`config.mk`:
```
export PLATFORM = sky130hd
export DESIGN_NAME = ascii_to_binary_flat
export DESIGN_NICKNAME = d
export VERILOG_FILES = /design/src/rtl/ascii_to_binary_if.sv /design/src/rtl/ascii_to_binary.sv /design/src/flat_wrapper.sv
export SDC_FILE = /design/constraint.sdc
export NUM_CORES = 1
export LEC_CHECK = 0
export CORE_MARGIN = 2
export CORE_UTILIZATION = 35
export CTS_BUF_LIST = sky130_fd_sc_hd__clkbuf_4 sky130_fd_sc_hd__clkbuf_8
export DETAILED_ROUTE_END_ITERATION = 10
export SYNTH_ARGS = -nofsm -noshare
export SYNTH_HDL_FRONTEND = slang
export SYNTH_SLANG_ARGS = --single-unit
```
`constraint.sdc`:
```
create_clock -name clk -period 3.8 [get_ports clk]
set_input_delay 0.76 -clock clk [delete_from_list [all_inputs] [get_ports clk]]
set_output_delay 0.76 -clock clk [all_outputs]
set_load 0.02 [all_outputs]
```
`src/rtl/ascii_to_binary_if.sv`:
```
// ascii_to_binary_if: character handshake in, parsed value and status pulses out
interface ascii_to_binary_if #(parameter int NIBBLE_SIZE = 3);
  localparam int W = 4 * NIBBLE_SIZE;
  logic         enable;
  logic         asciiValid;
  logic [7:0]   asciiChar;
  logic         asciiReady;
  logic [W-1:0] binaryOutput;
  logic         binaryValid;
  logic         parseError;
  modport master (output enable, asciiValid, asciiChar, input asciiReady, binaryOutput, binaryValid, parseError);
  modport slave  (input enable, asciiValid, asciiChar, output asciiReady, binaryOutput, binaryValid, parseError);
endinterface

```
`src/rtl/ascii_to_binary.sv`:
```
// ascii_to_binary: parses terminated decimal ASCII numbers into W-bit values; define ASCII_TO_BINARY_SIGN_EN for signed '-' input
module ascii_to_binary #(parameter int NIBBLE_SIZE = 3) (
  input logic clk,
  input logic reset,
  ascii_to_binary_if.slave bus
);
  localparam int W = 4 * NIBBLE_SIZE;
  typedef enum logic [1:0] {IDLE, ACCUM, DONE, ERROR} state_t;
  state_t state_q, state_d;
  logic [W+3:0] acc_q, acc_d, mac, lim;
  logic [W-1:0] out_q, out_d, res;
  logic bv_q, pe_q, is_dig, is_term, is_minus, empty, take;
  assign is_dig = bus.asciiChar inside {[8'h30:8'h39]};
  assign is_term = bus.asciiChar inside {8'h0D, 8'h0A, 8'h20};
  assign bus.asciiReady = bus.enable && !reset && state_q != DONE;
  assign take = bus.asciiValid && bus.asciiReady;
  assign mac = acc_q * (W+4)'(10) + (W+4)'(bus.asciiChar[3:0]);
  assign bus.binaryOutput = out_q;
  assign bus.binaryValid = bv_q;
  assign bus.parseError = pe_q;
`ifdef ASCII_TO_BINARY_SIGN_EN
  logic neg_q, neg_d, seen_q, seen_d;
  assign is_minus = bus.asciiChar == 8'h2D;
  assign empty = !seen_q;
  assign lim = ((W+4)'(1) << (W-1)) - (W+4)'(!neg_q);
  assign res = neg_q ? -acc_q[W-1:0] : acc_q[W-1:0];
  // sign flag and digit-seen flag, captured at the start of each number
  always_comb begin
    neg_d = neg_q;
    seen_d = seen_q;
    if (bus.enable && take && state_q == IDLE) begin
      neg_d = is_minus;
      seen_d = is_dig;
    end else if (bus.enable && take && state_q == ACCUM && is_dig) seen_d = 1'b1;
  end
  // sign state registers
  always_ff @(posedge clk or posedge reset)
    if (reset) {neg_q, seen_q} <= 2'b00;
    else {neg_q, seen_q} <= {neg_d, seen_d};
`else
  assign is_minus = 1'b0;
  assign empty = 1'b0;
  assign lim = (W+4)'({W{1'b1}});
  assign res = acc_q[W-1:0];
`endif
  // next-state, accumulator and result selection
  always_comb begin
    state_d = state_q;
    acc_d = acc_q;
    out_d = out_q;
    if (bus.enable)
      case (state_q)
        IDLE:
          if (take && is_dig) begin
            acc_d = (W+4)'(bus.asciiChar[3:0]);
            state_d = ACCUM;
          end else if (take && is_minus) begin
            acc_d = '0;
            state_d = ACCUM;
          end else if (take && !is_term) state_d = ERROR;
        ACCUM:
          if (take && is_dig) begin
            acc_d = mac;
            state_d = mac > lim ? ERROR : ACCUM;
          end else if (take && is_term) begin
            state_d = empty ? ERROR : DONE;
            out_d = empty ? out_q : res;
          end else if (take) state_d = ERROR;
        DONE: state_d = IDLE;
        default: state_d = take && is_term ? IDLE : ERROR;
      endcase
  end
  // state, accumulator, result and entry-pulse registers
  always_ff @(posedge clk or posedge reset)
    if (reset) begin
      state_q <= IDLE;
      acc_q <= '0;
      out_q <= '0;
      bv_q <= 1'b0;
      pe_q <= 1'b0;
    end else begin
      state_q <= state_d;
      acc_q <= acc_d;
      out_q <= out_d;
      bv_q <= state_d == DONE && state_q != DONE;
      pe_q <= state_d == ERROR && state_q != ERROR;
    end
endmodule

```
`src/flat_wrapper.sv`:
```
// flat-port wrapper written by rule: the top's interface ports become plain ports
module ascii_to_binary_flat 
#(parameter int NIBBLE_SIZE = 3)
  (clk, reset, bus_enable, bus_asciiValid, bus_asciiChar, bus_asciiReady, bus_binaryOutput, bus_binaryValid, bus_parseError);
  ascii_to_binary_if #(.NIBBLE_SIZE(NIBBLE_SIZE)) bus_i ();
  input logic clk;
  input logic reset;
  input wire logic [$bits(bus_i.enable)-1:0] bus_enable;
  input wire logic [$bits(bus_i.asciiValid)-1:0] bus_asciiValid;
  input wire logic [$bits(bus_i.asciiChar)-1:0] bus_asciiChar;
  output wire logic [$bits(bus_i.asciiReady)-1:0] bus_asciiReady;
  output wire logic [$bits(bus_i.binaryOutput)-1:0] bus_binaryOutput;
  output wire logic [$bits(bus_i.binaryValid)-1:0] bus_binaryValid;
  output wire logic [$bits(bus_i.parseError)-1:0] bus_parseError;
  assign bus_i.enable = bus_enable;
  assign bus_i.asciiValid = bus_asciiValid;
  assign bus_i.asciiChar = bus_asciiChar;
  assign bus_asciiReady = bus_i.asciiReady;
  assign bus_binaryOutput = bus_i.binaryOutput;
  assign bus_binaryValid = bus_i.binaryValid;
  assign bus_parseError = bus_i.parseError;
  ascii_to_binary #(.NIBBLE_SIZE(NIBBLE_SIZE)) u_core (.clk(clk), .reset(reset), .bus(bus_i));
endmodule
```
==> flow_metrics.env <==
export IMPL_grt_max_degree=32
export IMPL_drt_iter0_markers=36
export IMPL_hold_buffers=0
export IMPL_skew_ns=0.004392
export IMPL_cts_setup_buffers=0
export IMPL_cp_required_ns=3.96
export IMPL_synth_edf_count=0
export IMPL_cts_tree="yes"
export IMPL_ant_nets=0
export IMPL_insertion_delay_ns=0.28
export IMPL_synthArstFlopShare_pct=100.0
export IMPL_grt_pass1_vias=1873
export IMPL_grt_pass1_wl_microns=8742
export IMPL_dp_cells=350
export IMPL_die_height_microns=86.68
export IMPL_nets=317
export IMPL_hold_viol=0
export IMPL_drt_total_wl_microns=5088
export IMPL_dr_total_vias=1894
export IMPL_ys_warn_count=0
export IMPL_hp_class="reg -> reg"
export IMPL_antenna_cells=0
export IMPL_period_needed_ns=3.287
export IMPL_maxSlewHeadroom_pct=67.80
export IMPL_io_buffer_count=26
export IMPL_core_area_sq_mm=0.006719
export IMPL_initial_core_util_pct=35.61
export IMPL_place_gp_congestion=0.7748
export IMPL_crit_type="reg -> reg"
export IMPL_ys_ff_latch=31
export IMPL_synth_avg_cell_area_sq_um=9.608
export IMPL_rsz0062_at_grt="false"
export IMPL_layout_cells_most_common_list="dfrtp_1, ha_1, clkdlybuf4s50_1"
export IMPL_yosysUniqueCellTypes=48
export IMPL_ir_drop_mv=0.2031
export IMPL_wire_per_inst_microns=14.29
export IMPL_route_detailed_drc=0
export IMPL_drive_gt1_share_pct=13.41
export IMPL_slew_violations=0
export IMPL_syn2layout_area_growth_pct=17.63
export IMPL_final_instance_count_excl_fill=356
export IMPL_status="finished clean"
export IMPL_powerDensity_mw_per_mm2=249.8
export IMPL_clock_root_buffer="clkbuf_8"
export IMPL_synth_largest_area_cell="dfrtp_1"
export IMPL_clkTransAtPathRegs_ns=0.06
export IMPL_cts_buffer_depth=2
export IMPL_setup_viol=0
export IMPL_synthCells=249
export IMPL_cts_htree_levels=2
export IMPL_slowest_delay_ns=0.43
export IMPL_cts_buffers=5
export IMPL_dieArea_sq_mm=0.007513
export IMPL_via_per_inst=5.320
export IMPL_fill_cells=659
export IMPL_tightest_slew_ns=0.4822
export IMPL_antenna_found_initial=0
export IMPL_postLayoutCellArea_sq_mm=0.002814
export IMPL_cellLeakagePower_nw=1.277
export IMPL_worstSetupEndpointType="flop"
export IMPL_firstDrtPassIters=4
export IMPL_cp_arrival_ns=3.45
export IMPL_crit_fanout=5
export IMPL_timing_fmax_ghz=0.3042
export IMPL_finalCritPeriodShare_pct=86.51
export IMPL_synth_flop_cell="dfrtp_1"
export IMPL_cap_viol_max_count=0
export IMPL_slowest_stage="fa_1"
export IMPL_cts_resized=0
export IMPL_dieWidth_microns=86.68
export IMPL_io_pins=27
export IMPL_final_setup_tns_ns=0
export IMPL_synth_top_area_share_pct=32.43
export IMPL_critPathLaunchType="flop"
export IMPL_grtUsageTotal_pct=14.63
export IMPL_ys_seq_area_share_pct=32.43
export IMPL_syn_num_nets=289
export IMPL_clock_sinks=31
export IMPL_synth_area_sq_mm=0.002392
export IMPL_dpl_cell_area_sq_mm=0.002738
export IMPL_grt_overflow=0
export IMPL_dp_hpwl_microns=3937
export IMPL_crit_chain="ha_1, ha_1, fa_1, a211oi_1, nor2_1, nor4_1, nand4_1, nor3b_1, nand4_1, o41ai_2, nor2_1"
export IMPL_fp_row_count=30
export IMPL_synthTopCellsByArea="dfrtp_1, ha_1, mux2_2"
export IMPL_final_common_cell="dfrtp_1"
path summary, 6_finish.rpt:
check                                       startpoint                           to  slack (ns)  cells past startpoint
max in group asynchronous                        reset   u_core.bus.binaryOutput[0]        2.58                      3
max reg2reg                            u_core.acc_q[1]        u_core.bus.parseError        0.51                     11
min                        u_core.bus.binaryOutput[11]  u_core.bus.binaryOutput[11]        0.50                      1
min in group asynchronous                        reset       u_core.bus.binaryValid        0.93                      3
min reg2reg                u_core.bus.binaryOutput[11]  u_core.bus.binaryOutput[11]        0.50                      1
max                                    u_core.acc_q[1]        u_core.bus.parseError        0.51                     11
through the flow:
| step | worst slack [ns] | total power, mW | util, % | hold slack [ns] |
|---|---|---|---|---|
| after global routing | 0.2630 | 0.7376 | 41.88 | 0.5295 |
| after CTS | 0.5175 | 0.7141 | 41.88 | 0.5098 |
| final | 0.5127 | 0.7028 | 41.88 | 0.5040 |
| after detailed placement | 0.3801 | 0.4649 | 40.74 | 0.4955 |
| after floorplan | 0.8521 | 0.4277 | - | 0.4596 |
| after global placement | 0.4371 | 0.4632 | 40.74 | 0.4843 |
power by group:
part / leakage (nW) / switching, mW / internal, mW
clock network: 0.0406 / 0.116 / 0.129
logic: 0.813 / 0.0596 / 0.0467
registers: 0.424 / 0.0128 / 0.339
total: 1.28 / 0.188 / 0.515
cells by family after synthesis:
logic type | Yosys count | share of synthesized area, %
AO/OA/AOI/OAI | 58 | 16.42
XOR/XNOR | 19 | 6.956
adder cells (fa/ha/maj) | 28 | 15.27
buffers and inverters | 17 | 2.824
flip-flops | 31 | 32.43
multiplexers | 14 | 6.538
AND/OR/NAND/NOR | 82 | 19.56
registers in the layout, summed over array words and instances, names as in the netlist:
signal                   count
u_core.bus.binaryOutput     12
u_core.bus.binaryValid       1
u_core.acc_q                15
u_core.bus.parseError        1
u_core.state_q               2
synth_stat cells (2+ instances only):
library cell  instances
nor4_4                2
nor2_1               15
fa_1                  2
xnor2_1              10
o21bai_1              2
or2_2                 3
a31oi_1               2
clkbuf_1              6
o21ai_0              22
nand2b_1              4
a211oi_2              2
nand4_1               5
or4b_1                2
o21ai_1               4
nor4_1                3
xor2_1                9
mux2_2               13
nor3_1                8
a21oi_1              10
inv_1                10
nand3_1               2
ha_1                 26
dfrtp_1              31
nor3b_1               5
nand2_1              22
o311ai_2              2
nor2b_1               5
a211oi_1              2
area by class of cell:
class | count | area [sq um] | area share (%)
well taps | 80 | 100.1 | 3.557
clock buffers | 6 | 76.32 | 2.712
repair buffers | 28 | 275.3 | 9.782
inverters | 10 | 37.54 | 1.334
flip-flops and latches | 31 | 775.7 | 27.57
multi-input cells | 201 | 1549 | 55.05
worst max-delay path, delay by kind of cell (launching register included):
kind,cells,cell delay (ns)
AND/OR/NAND/NOR,6,1.32
flip-flops,1,0.42
adder cells (fa/ha/maj),3,0.99
AO/OA/AOI/OAI,2,0.45
per-layer routing:
layer / up-vias / part of all wire (%) / track usage (%)
li1: 965 / - / -
met1: 897 / 51 / 20.37
met2: 27 / 46 / 23.15
met3: 5 / 2.4 / 3.429
met4: 0 / 0.53 / 3.267
met5: - / 0 / 0
No activity file was read; power rests on OpenSTA's default activity.
